<file path="src/rtl/neopixel_pkg.sv">
// ---------------------------------------------------------------------------
// neopixel_pkg
//   Shared constants and types for the NeoPixel frame scheduler.
//   PIXEL_W               bits per GRB pixel word
//   BIT_CYCLES_DEFAULT    clock cycles per encoded bit (61 x 20 ns = 1220 ns)
//   LATCH_CYCLES_DEFAULT  clock cycles the line is held low after a frame (25 us)
//   MAX_LEDS_DEFAULT      largest frame the scheduler will sequence
//   sched_state_t         scheduler FSM states
// ---------------------------------------------------------------------------
package neopixel_pkg;

   localparam int PIXEL_W              = 24;
   localparam int BIT_CYCLES_DEFAULT   = 61;
   localparam int LATCH_CYCLES_DEFAULT = 1250;
   localparam int MAX_LEDS_DEFAULT     = 64;

   typedef enum logic [1:0] {
      IDLE,
      FETCH,
      SEND,
      LATCH
   } sched_state_t;

endpackage

</file>
<file path="src/rtl/neopixel_bit_timer.sv">
// ---------------------------------------------------------------------------
// neopixel_bit_timer
//   Bit-period timer for the scheduler. While enabled it counts each bit
//   period 0..BIT_CYCLES-1, pulses bit_tick_o at the start of every period
//   and advances bit_index_o (0..23, wrapping) whenever the period ends.
//   The first enabled cycle after idle only arms the timer, so the very
//   first period starts with count 0 and a tick.
//
//   clk_i        system clock
//   rst_ni       asynchronous active-low reset
//   en_i         run the timer this cycle
//   clr_i        synchronous clear back to the idle, disarmed state
//   running_o    timer is armed and counting
//   bit_tick_o   registered pulse at the start of each bit period
//   bit_index_o  bit currently being sent
//   count_o      position inside the current bit period
// ---------------------------------------------------------------------------
module neopixel_bit_timer
   import neopixel_pkg::*;
#(
   parameter  int BIT_CYCLES = BIT_CYCLES_DEFAULT,
   localparam int CNT_W      = $clog2(BIT_CYCLES)
) (
   input  logic             clk_i,
   input  logic             rst_ni,
   input  logic             en_i,
   input  logic             clr_i,
   output logic             running_o,
   output logic             bit_tick_o,
   output logic [4:0]       bit_index_o,
   output logic [CNT_W-1:0] count_o
);

   logic             running_q,  running_d;
   logic             tick_q,     tick_d;
   logic [4:0]       bitIndex_q, bitIndex_d;
   logic [CNT_W-1:0] bitCount_q, bitCount_d;

   // Next-state for the period counter. Clear beats enable so the owner can
   // stop the timer in the same cycle it would otherwise advance. The tick
   // defaults low so it is a single-cycle pulse in every case.
   always_comb begin
      running_d  = running_q;
      bitCount_d = bitCount_q;
      bitIndex_d = bitIndex_q;
      tick_d     = 1'b0;
      if (clr_i) begin
         running_d  = 1'b0;
         bitCount_d = '0;
         bitIndex_d = '0;
      end else if (en_i) begin
         if (!running_q) begin
            running_d  = 1'b1;
            bitCount_d = '0;
            bitIndex_d = '0;
            tick_d     = 1'b1;
         end else if (bitCount_q == CNT_W'(BIT_CYCLES - 1)) begin
            bitCount_d = '0;
            tick_d     = 1'b1;
            bitIndex_d = (bitIndex_q == 5'(PIXEL_W - 1)) ? 5'd0 : bitIndex_q + 5'd1;
         end else begin
            bitCount_d = bitCount_q + CNT_W'(1);
         end
      end
   end

   // Timer state registers; every output comes straight from a flop.
   always_ff @(posedge clk_i or negedge rst_ni) begin
      if (!rst_ni) begin
         running_q  <= 1'b0;
         tick_q     <= 1'b0;
         bitIndex_q <= '0;
         bitCount_q <= '0;
      end else begin
         running_q  <= running_d;
         tick_q     <= tick_d;
         bitIndex_q <= bitIndex_d;
         bitCount_q <= bitCount_d;
      end
   end

   assign running_o   = running_q;
   assign bit_tick_o  = tick_q;
   assign bit_index_o = bitIndex_q;
   assign count_o     = bitCount_q;

endmodule

</file>
<file path="src/rtl/neopixel_frame_scheduler.sv">
// ---------------------------------------------------------------------------
// neopixel_frame_scheduler
//   Sequences one NeoPixel (GRB) frame into the single-LED encoder: fetches
//   pixel words from a 1-cycle-latency memory, presents each word for 24 bit
//   periods with a per-bit strobe, then holds the line low for the latch gap
//   and pulses done. Frames are requested with a start/done handshake.
//
//   clk_i           system clock (50 MHz)
//   rst_ni          asynchronous active-low reset
//   start_i         frame request, only looked at in IDLE
//   abort_i         end the current frame early (FETCH/SEND only)
//   num_leds_i      pixel count, captured with start_i, clamped to MAX_LEDS
//   rd_en_o         pixel memory read strobe
//   rd_addr_o       pixel index being read
//   rd_data_i       pixel word {G,R,B}, valid the cycle after rd_en_o
//   pixel_data_o    word presented to the encoder
//   bit_index_o     bit of pixel_data_o being sent (MSB first)
//   bit_tick_o      pulse at the start of every bit period
//   sending_data_o  high while pixel bits are on the line
//   busy_o          high in FETCH, SEND and LATCH
//   done_o          pulse when a frame (normal or aborted) has finished
// ---------------------------------------------------------------------------
module neopixel_frame_scheduler
   import neopixel_pkg::*;
#(
   parameter  int MAX_LEDS     = MAX_LEDS_DEFAULT,
   parameter  int BIT_CYCLES   = BIT_CYCLES_DEFAULT,
   parameter  int LATCH_CYCLES = LATCH_CYCLES_DEFAULT,
   localparam int ADDR_W       = $clog2(MAX_LEDS)
) (
   input  logic               clk_i,
   input  logic               rst_ni,
   input  logic               start_i,
   input  logic               abort_i,
   input  logic [ADDR_W:0]    num_leds_i,
   output logic               rd_en_o,
   output logic [ADDR_W-1:0]  rd_addr_o,
   input  logic [PIXEL_W-1:0] rd_data_i,
   output logic [PIXEL_W-1:0] pixel_data_o,
   output logic [4:0]         bit_index_o,
   output logic               bit_tick_o,
   output logic               sending_data_o,
   output logic               busy_o,
   output logic               done_o
);

   localparam int CNT_W = $clog2(BIT_CYCLES);
   localparam int LAT_W = $clog2(LATCH_CYCLES);

   sched_state_t       state_q;
   logic [ADDR_W:0]    numLeds_q;
   logic [ADDR_W-1:0]  pixIndex_q;
   logic [LAT_W-1:0]   latchCount_q;
   logic               rdEn_q;
   logic [ADDR_W-1:0]  rdAddr_q;
   logic [PIXEL_W-1:0] pixel_q;
   logic               sending_q;
   logic               busy_q;
   logic               done_q;

   logic               timerRunning;
   logic               timerEn;
   logic               timerClr;
   logic [4:0]         bitIndex;
   logic [CNT_W-1:0]   bitCount;

   logic [ADDR_W:0]    pixNext;
   logic               morePixels;
   logic               lastBitEnd;
   logic               frameEnd;
   logic               leaveSend;
   logic               prefetch;

   // Frame bookkeeping. The prefetch strobe is registered, so it is decided
   // one cycle before the counter reaches BIT_CYCLES-2; the memory then
   // answers during the final cycle of bit 23 and the word is captured on
   // the wrap with no gap between pixels.
   always_comb begin
      pixNext    = {1'b0, pixIndex_q} + (ADDR_W + 1)'(1);
      morePixels = (pixNext < numLeds_q);
      lastBitEnd = timerRunning && (bitCount == CNT_W'(BIT_CYCLES - 1)) &&
                   (bitIndex == 5'(PIXEL_W - 1));
      frameEnd   = lastBitEnd && !morePixels;
      leaveSend  = (state_q == SEND) && (abort_i || frameEnd);
      prefetch   = (state_q == SEND) && !abort_i && timerRunning && morePixels &&
                   (bitCount == CNT_W'(BIT_CYCLES - 3)) &&
                   (bitIndex == 5'(PIXEL_W - 1));
      timerEn    = (state_q == SEND);
      timerClr   = leaveSend;
   end

   neopixel_bit_timer #(
      .BIT_CYCLES (BIT_CYCLES)
   ) bitTimer (
      .clk_i       (clk_i),
      .rst_ni      (rst_ni),
      .en_i        (timerEn),
      .clr_i       (timerClr),
      .running_o   (timerRunning),
      .bit_tick_o  (bit_tick_o),
      .bit_index_o (bitIndex),
      .count_o     (bitCount)
   );

   // Scheduler FSM with registered outputs. rd_en and done are pulses and
   // fall back to 0 unless a branch raises them. The first SEND cycle is the
   // one where the timer is not yet running: that is when the fetched word
   // is captured and the line goes active, in step with the first bit tick.
   always_ff @(posedge clk_i or negedge rst_ni) begin
      if (!rst_ni) begin
         state_q      <= IDLE;
         numLeds_q    <= '0;
         pixIndex_q   <= '0;
         latchCount_q <= '0;
         rdEn_q       <= 1'b0;
         rdAddr_q     <= '0;
         pixel_q      <= '0;
         sending_q    <= 1'b0;
         busy_q       <= 1'b0;
         done_q       <= 1'b0;
      end else begin
         rdEn_q <= 1'b0;
         done_q <= 1'b0;
         case (state_q)
            IDLE: begin
               if (start_i && (num_leds_i != '0)) begin
                  numLeds_q  <= (num_leds_i > (ADDR_W + 1)'(MAX_LEDS)) ?
                                (ADDR_W + 1)'(MAX_LEDS) : num_leds_i;
                  pixIndex_q <= '0;
                  rdEn_q     <= 1'b1;
                  rdAddr_q   <= '0;
                  busy_q     <= 1'b1;
                  state_q    <= FETCH;
               end
            end
            FETCH: begin
               latchCount_q <= '0;
               state_q      <= abort_i ? LATCH : SEND;
            end
            SEND: begin
               if (leaveSend) begin
                  sending_q    <= 1'b0;
                  latchCount_q <= '0;
                  state_q      <= LATCH;
               end else begin
                  if (!timerRunning) begin
                     pixel_q   <= rd_data_i;
                     sending_q <= 1'b1;
                  end else if (lastBitEnd) begin
                     pixel_q    <= rd_data_i;
                     pixIndex_q <= pixNext[ADDR_W-1:0];
                  end
                  if (prefetch) begin
                     rdEn_q   <= 1'b1;
                     rdAddr_q <= pixNext[ADDR_W-1:0];
                  end
               end
            end
            LATCH: begin
               if (latchCount_q == LAT_W'(LATCH_CYCLES - 1)) begin
                  latchCount_q <= '0;
                  busy_q       <= 1'b0;
                  done_q       <= 1'b1;
                  state_q      <= IDLE;
               end else begin
                  latchCount_q <= latchCount_q + LAT_W'(1);
               end
            end
            default: state_q <= IDLE;
         endcase
      end
   end

   assign rd_en_o        = rdEn_q;
   assign rd_addr_o      = rdAddr_q;
   assign pixel_data_o   = pixel_q;
   assign bit_index_o    = bitIndex;
   assign sending_data_o = sending_q;
   assign busy_o         = busy_q;
   assign done_o         = done_q;

endmodule

</file>
<file path="config.mk">
export PLATFORM = sky130hd
export DESIGN_NAME = neopixel_frame_scheduler
export DESIGN_NICKNAME = d
export VERILOG_FILES = /design/src/rtl/neopixel_pkg.sv /design/src/rtl/neopixel_bit_timer.sv /design/src/rtl/neopixel_frame_scheduler.sv
export SDC_FILE = /design/constraint.sdc
export NUM_CORES = 1
export LEC_CHECK = 0
export ABC_AREA = 0
export CORE_MARGIN = 8
export CORE_UTILIZATION = 50
export CTS_CLUSTER_SIZE = 20
export DETAILED_ROUTE_END_ITERATION = 8
export GPL_TIMING_DRIVEN = 0
export PLACE_DENSITY_LB_ADDON = 0.2
export RECOVER_POWER = 25
export SYNTH_ARGS = -nofsm -noshare
export SYNTH_HDL_FRONTEND = slang
export SYNTH_SLANG_ARGS = --single-unit
export TNS_END_PERCENT = 30
</file>
<file path="constraint.sdc">
create_clock -name clk_i -period 3.31 [get_ports clk_i]
set_input_delay 0.331 -clock clk_i [delete_from_list [all_inputs] [get_ports clk_i]]
set_output_delay 0.331 -clock clk_i [all_outputs]
set_load 0.02 [all_outputs]
</file>
# == After elaboration in Yosys (flattened, before gate mapping) ==
# Index checks and enable logic that the tools add are counted.
# word_totals
in_bits,35
reg_bits,73
# op_classes
n_mux,45
n_bitwise,1
n_reduce_logical,28
n_lt_le_gt_ge,2
addsub,4
n_eq_ne,17
# op_table
operator,count
two-way mux 6 bit,10
two-way mux 24 bit,2
case mux 11 bit (3 select lines),1
two-way mux 5 bit,5
case mux 6 bit (2 select lines),2
two-way mux 11 bit,2
two-way mux 1 bit,16
!= test 2 bit (second input constant),8
equality test 6 bit (second input constant),2
adder 11 x 1 -> 11 bit (second input constant),1
equality test 11 bit (second input constant),1
logical AND 1 bit,10
AND reduction 3 bit,3
case mux 2 bit (4 select lines),1
AND reduction 2 bit,4
adder 6 x 1 -> 7 bit (second input constant),1
greater-than comparator 7 bit (second input constant),1
less-than comparator 7 bit,1
two-way mux 7 bit,1
nonzero test 7 bit,1
adder 6 x 1 -> 6 bit (second input constant),1
two-way mux 2 bit,3
nonzero test 2 bit,3
adder 5 x 1 -> 5 bit (second input constant),1
13 further kinds,16

# == Depth between registers and ports, before layout ==
# depth
word_depth,9
mapped_depth,12
depth_no_buf,11

# == Hierarchy ==
# Synthesis repeated with hierarchy kept, for this count alone.
# hier_totals
hier_cells,392
hier_area_um2,4017.6
# by_module_without_submodules
mod,cells_each,n_inst,seq_area_each_um2,area_per_inst_um2
neopixel_frame_scheduler,307,1,1501.4,3218.1
neopixel_bit_timer,85,1,325.3,799.5

# == Worst setup path after synthesis ==
# OpenSTA, ideal clock, no wires.
# synth_timing
path_type,register to register
start,register pixIndex_q[0]
end,register pixel_q[10] (netlist: pixel_data_o[10])
setup_ns,0.125
path_slack_ns,0.360
synth_period_minus_slack_ns,2.950
arrival_ns,2.825
stages_incl_launch_ff,12
path_cell_list,dfrtp_1 -> ha_1 -> nand3_1 -> xor2_1 -> inv_1 -> ha_1 -> nand2_1 -> o311ai_4 -> nor2_1 -> a22oi_2 -> buf_2 -> mux2_2
# synth_via
elab_chain_cells,8
# synth_rtl
element,line_no,source
start: declaration,neopixel_frame_scheduler.sv:52,logic [ADDR_W-1:0] pixIndex_q;
start signal: assignment,neopixel_frame_scheduler.sv:151,pixIndex_q <= pixNext[ADDR_W-1:0];
adder 6 x 1 -> 7 bit,neopixel_frame_scheduler.sv:79,"pixNext = {1'b0, pixIndex_q} + (ADDR_W + 1)'(1);"
less-than comparator 7 bit,neopixel_frame_scheduler.sv:80,morePixels = (pixNext < numLeds_q);
logical NOT 1 bit,neopixel_frame_scheduler.sv:83,frameEnd = lastBitEnd && !morePixels;
logical AND 1 bit,neopixel_frame_scheduler.sv:83,
logical OR 1 bit,neopixel_frame_scheduler.sv:84,leaveSend = (state_q == SEND) && (abort_i || frameEnd);
logical AND 1 bit,neopixel_frame_scheduler.sv:84,
inverter 1 bit (no source line),n/a,
AND reduction 3 bit (no source line),n/a,
end signal: assignment,neopixel_frame_scheduler.sv:147,pixel_q <= rd_data_i;
end signal: assignment,neopixel_frame_scheduler.sv:150,pixel_q <= rd_data_i;
end: declaration,neopixel_frame_scheduler.sv:56,logic [PIXEL_W-1:0] pixel_q;
# No other way between the ends.
# A chain may end at the register's enable or synchronous reset.

# == Worst setup path after layout ==
# layout_timing
start,register pixIndex_q[0]
end,register pixel_q[6] (netlist: pixel_data_o[6])
# The elaborated chain is that of the path after synthesis.

==> metrics.md <==
| Metric | Value |
|---|---|
| Post-Synth Adder-Cell Area | 0.0604 |
| Endpoint type of the worst setup path | flop |
| Die ar. | 10500 um2 |
| Number of register bits inferred by synthesis | 73 |
| Distinct cells, synth | 50 |
| Worst R2R Start | pixIndex_q[0]$_DFFE_PN0P_ |
| Cell type with the largest total area after synthesis | sky130_fd_sc_hd__dfrtp_1 |
| Count of antenna-violating nets left after detailed routing | 0 |
| Worst path depth | 11 |
| Share of the synthesized area in the top cell type | 0.490 |
| Antenna violations before repair | 0 |
| Worst reg2reg path endpoint | pixel_data_o[6]$_DFFE_PN0P_ |
| Count of flip-flops with a built-in enable after synthesis | 0 |
| Ratio of final minimum period to clock period | 0.953 |
| Total wirelength of the detailed-routed design | 8.68 mm |
| Die Span Y | 102 um |
| Setup Viol. Count Final | 0 |
| Post-Synthesis Mean Instance Area | 10.5 um2 |
| Proportion of synthesized flip-flops having asynchronous set or reset | 1.00 |
| Cells taking the most area after synthesis | sky130_fd_sc_hd__dfrtp_1 (49%), sky130_fd_sc_hd__mux2_2 (7.6%), sky130_fd_sc_hd__ha_1 (6.0%), sky130_fd_sc_hd__o21ai_0 (4.3%), sky130_fd_sc_hd__nand2_1 (2.6%) |
| Worst path bufs/invs | 2 |
| Most numerous cell on the critical path | sky130_fd_sc_hd__ha_1 |
| Non-filler cells, final | 546 |
| Synthesized instance count | 354 |
| Total number of placement rows | 31 |
| Buffer cell driving the clock tree root | sky130_fd_sc_hd__clkbuf_8 |
| Sort of element at the start of the critical path | flop |
| Later-pin clock latency in the skew report | 0.35 ns |
| Data arrival time of the worst path | 3.40 ns |
| # diodes | 0 |
| Worst relative slew slack | -0.0957 |
| Highest-delay cell along the critical path | sky130_fd_sc_hd__o311ai_4 |
| Area fraction in and, or, nand and nor cells after synthesis | 0.159 |
| Residual DRC count | 0 |
| Global-route wire length before repair | 14.4 mm |
| Starting utilization of the core area | 0.514 |
| Failing checks | capacitance limit, slew limit |
| Total count of hold-check failures in the final report | 0 |
| Mapped Area | 3730 um2 |
| CP Cell Sequence | ha_1, nand3_1, xor2_2, inv_1, ha_1, nand2_1, o311ai_4, nor2_4, a22oi_2, buf_4, mux2_2 |
| Port buffer count | 73 |
| Total Power | 3.53 mW |
| Run status | finished with violations |
| LEAKAGE | 2.15 nW |
| Top Ports | 75 |
| Number of pins with negative max-slew slack in the final report | 30 |
| Via count of the first global-routing pass | 2980 |
| Vias per cell | 5.46 |
| Number of buffers created by CTS | 9 |
| Worst supply voltage drop on vdd | 345 uV |
| Number of iterations in the first detailed-routing pass | 6 |
| Part of the Yosys area used for sequential elements | 0.490 |
| Setup repair after global routing missed its margin | no |
| Areal power density over the cells | 728 nW/um2 |
| Die boundary width | 102 um |
| Avg WL per Cell | 15.9 um |
| Cell count after placement | 527 |
| Main combinational cell family by area after synthesis | compound AO/OA/AOI/OAI gates |
| Global placement routability congestion | 0.821 |
| Time the worst path needs with I/O delays and setup | 3.16 ns |
| Core area | 7250 um2 |
| Maximum number of pins on one net before global-route repair | 45 |
| Global route overflow | 0 |
| Predominant post-synthesis flop cell | sky130_fd_sc_hd__dfrtp_1 |
| Multiplexer fraction of the synthesized cell area | 0.0755 |
| Number of levels the H-tree was split into | 3 |
| Worst hold-check path type | reg2reg |
| Worst R2R Setup Slack | 0.15 ns |
| Slowest cell delay on critical path | 0.53 ns |
| Fraction of layout cells with a size suffix above 1 | 0.148 |
| Dominant delay contributor by cell family on the critical path | compound AO/OA/AOI/OAI gates |
| Complex-gate fraction of the synthesized area | 0.163 |
| Vias | 2982 |
| Worst r2r path cells | 11 |
| Initial DRC Count | 109 |
| Req. time, crit path | 3.55 ns |
| Worst Path Max Fanout | 10 |
| Clock Skew | 0.0126 ns |
| Clock sink total | 73 |
| Combined global-route utilization of all metal layers | 0.174 |
| CP endpoint | pixel_data_o[6]$_DFFE_PN0P_ |
| CP startpoint | pixIndex_q[0]$_DFFE_PN0P_ |
| Clock tree from TritonCTS | built |
| Max Root-Sink Buffers | 2 |
| Area growth from synthesis to layout | 29.9% |
| Total of warnings raised by yosys | 0 |
| Hpwl dp | 6.48 mm |
| Clock edge transition at the registers on the reported setup and hold paths | 0.09 ns |
| Setup TNS | 0 ns |
| Number of max-capacitance violations reported | 1 |
| Number of nets in the finished design | 495 |
| Worst-Margin Slew | 1.64 ns |
| XOR/XNOR share of the synthesized area | 0.0141 |
| FMAX | 0.317 GHz |
| WS Path Type | reg2reg |
| Number of nets in the synthesized netlist | 407 |
## cells in the final DEF, fill, tap and decap left out, types with 3 or more instances in the layout
master	Yosys	final
sky130_fd_sc_hd__ha_1	18	18
sky130_fd_sc_hd__clkdlybuf4s50_1	0	72
sky130_fd_sc_hd__nor2_1	18	17
sky130_fd_sc_hd__nand2_1	26	26
sky130_fd_sc_hd__and3_1	6	6
sky130_fd_sc_hd__inv_6	0	4
sky130_fd_sc_hd__nor3_1	8	7
sky130_fd_sc_hd__nand3_1	19	19
sky130_fd_sc_hd__a31oi_1	3	3
sky130_fd_sc_hd__nand2b_1	12	12
sky130_fd_sc_hd__nor2b_1	4	4
sky130_fd_sc_hd__dfrtp_1	73	72
sky130_fd_sc_hd__and2_1	3	3
sky130_fd_sc_hd__clkbuf_8	0	9
sky130_fd_sc_hd__o31ai_1	8	8
sky130_fd_sc_hd__clkbuf_1	7	7
sky130_fd_sc_hd__inv_1	22	22
sky130_fd_sc_hd__o2bb2ai_1	11	11
sky130_fd_sc_hd__o21ai_0	32	32
sky130_fd_sc_hd__a21o_1	3	3
sky130_fd_sc_hd__xor2_1	5	4
sky130_fd_sc_hd__buf_4	0	5
sky130_fd_sc_hd__a21oi_1	11	10
sky130_fd_sc_hd__mux2_2	25	25
sky130_fd_sc_hd__nand4_1	3	3
## Yosys cell counts, types with 3 or more instances
cell type and instances:
sky130_fd_sc_hd__o21ai_0 32, sky130_fd_sc_hd__nand2_1 26, sky130_fd_sc_hd__xor2_1 5, sky130_fd_sc_hd__a21o_1 3
sky130_fd_sc_hd__o2bb2ai_1 11, sky130_fd_sc_hd__o31ai_1 8, sky130_fd_sc_hd__a31oi_1 3, sky130_fd_sc_hd__a21oi_1 11
sky130_fd_sc_hd__inv_1 22, sky130_fd_sc_hd__nand4_1 3, sky130_fd_sc_hd__and3_1 6, sky130_fd_sc_hd__nor3_1 8
sky130_fd_sc_hd__and2_1 3, sky130_fd_sc_hd__nor2b_1 4, sky130_fd_sc_hd__nor2_1 18, sky130_fd_sc_hd__dfrtp_1 73
sky130_fd_sc_hd__nand3_1 19, sky130_fd_sc_hd__nand2b_1 12, sky130_fd_sc_hd__ha_1 18, sky130_fd_sc_hd__mux2_2 25
sky130_fd_sc_hd__clkbuf_1 7, sky130_fd_sc_hd__buf_2 4
## final cells by class
type / count / area (um2)
Fill cell: 620 / 2410
Sequential cell: 73 / 1830
Inverter: 22 / 82.6
Multi-Input combinational cell: 247 / 1790
Clock buffer: 9 / 124
Timing Repair Buffer: 78 / 777
Tap cell: 99 / 124
Clock inverter: 7 / 58.8
Buffer: 11 / 58.8
## stage by stage
stage               hold WS [ns]  utilization  area (um2)  setup WS (ns)
floorplan                 0.0354            -        3730          0.360
global placement           0.467        0.632        4580         -0.607
detailed placement         0.286        0.634        4600         -0.187
CTS                        0.456        0.664        4820         0.0259
global route               0.509        0.668        4840         0.0174
finish                     0.488        0.668        4840          0.154
## worst min-delay path by stage
stage                             startpoint  depth (start not counted)                             endpoint  slack (ns)
global route        numLeds_q[5]$_DFFE_PN0P_                          2             numLeds_q[5]$_DFFE_PN0P_        0.51
floorplan                             rst_ni                          0  bitTimer.bit_index_o[0]$_DFFE_PN0P_        0.04
global placement    numLeds_q[2]$_DFFE_PN0P_                          2             numLeds_q[2]$_DFFE_PN0P_        0.47
CTS                                   rst_ni                          2             numLeds_q[3]$_DFFE_PN0P_        0.46
detailed placement                    rst_ni                          1             numLeds_q[3]$_DFFE_PN0P_        0.29
finish              numLeds_q[4]$_DFFE_PN0P_                          2             numLeds_q[4]$_DFFE_PN0P_        0.49
## flip-flops by register name, summed over array words and instances (netlist names)
name,count
numLeds_q,7
pixIndex_q,6
bitTimer.running_o,1
bitTimer.bit_index_o,5
rd_en_o,1
bitTimer.count_o,6
done_o,1
latchCount_q,11
sending_data_o,1
pixel_data_o,24
bitTimer.bit_tick_o,1
busy_o,1
state_q,2
rd_addr_o,6
## kinds of logic (layout without fill, tap and decap cells)
| group | after synthesis | in the layout |
|---|---|---|
| simple gates | 112 | 112 |
| xor+xnor | 6 | 6 |
| flops | 73 | 73 |
| compound gates | 86 | 86 |
| buf+inv | 34 | 127 |
| fa+ha+maj | 18 | 18 |
| mux | 25 | 25 |
## routing by layer
layer,up-vias,GRT usage,share of wire
li1,1448,-,-
met1,1469,0.217,0.45
met2,55,0.297,0.50
met3,10,0.0307,0.040
met4,0,0.0609,0.014
met5,-,0,0
## worst register-to-register path, delay by kind of cell (launching register included)
kind,cells,cell delay [ns]
fa+ha+maj,2,0.56
compound gates,2,0.79
mux,1,0.36
flops,1,0.46
xor+xnor,1,0.20
buf+inv,2,0.32
simple gates,3,0.37
## what timing repair did
action,in CTS,in global routing
cloned,0,0
pin swaps,2,2
gates resized for setup,1,10
hold buffers,1,0
endpoints found under the setup margin,20,47
endpoints found under the hold margin,29,0
setup buffers,3,0
## where the power goes
group / internal (mW) / switching [mW]
logic: 0.725 / 0.859
clock network: 0.284 / 0.372
registers: 1.14 / 0.150
total: 2.15 / 1.38
(Power assumes the default switching activity.)
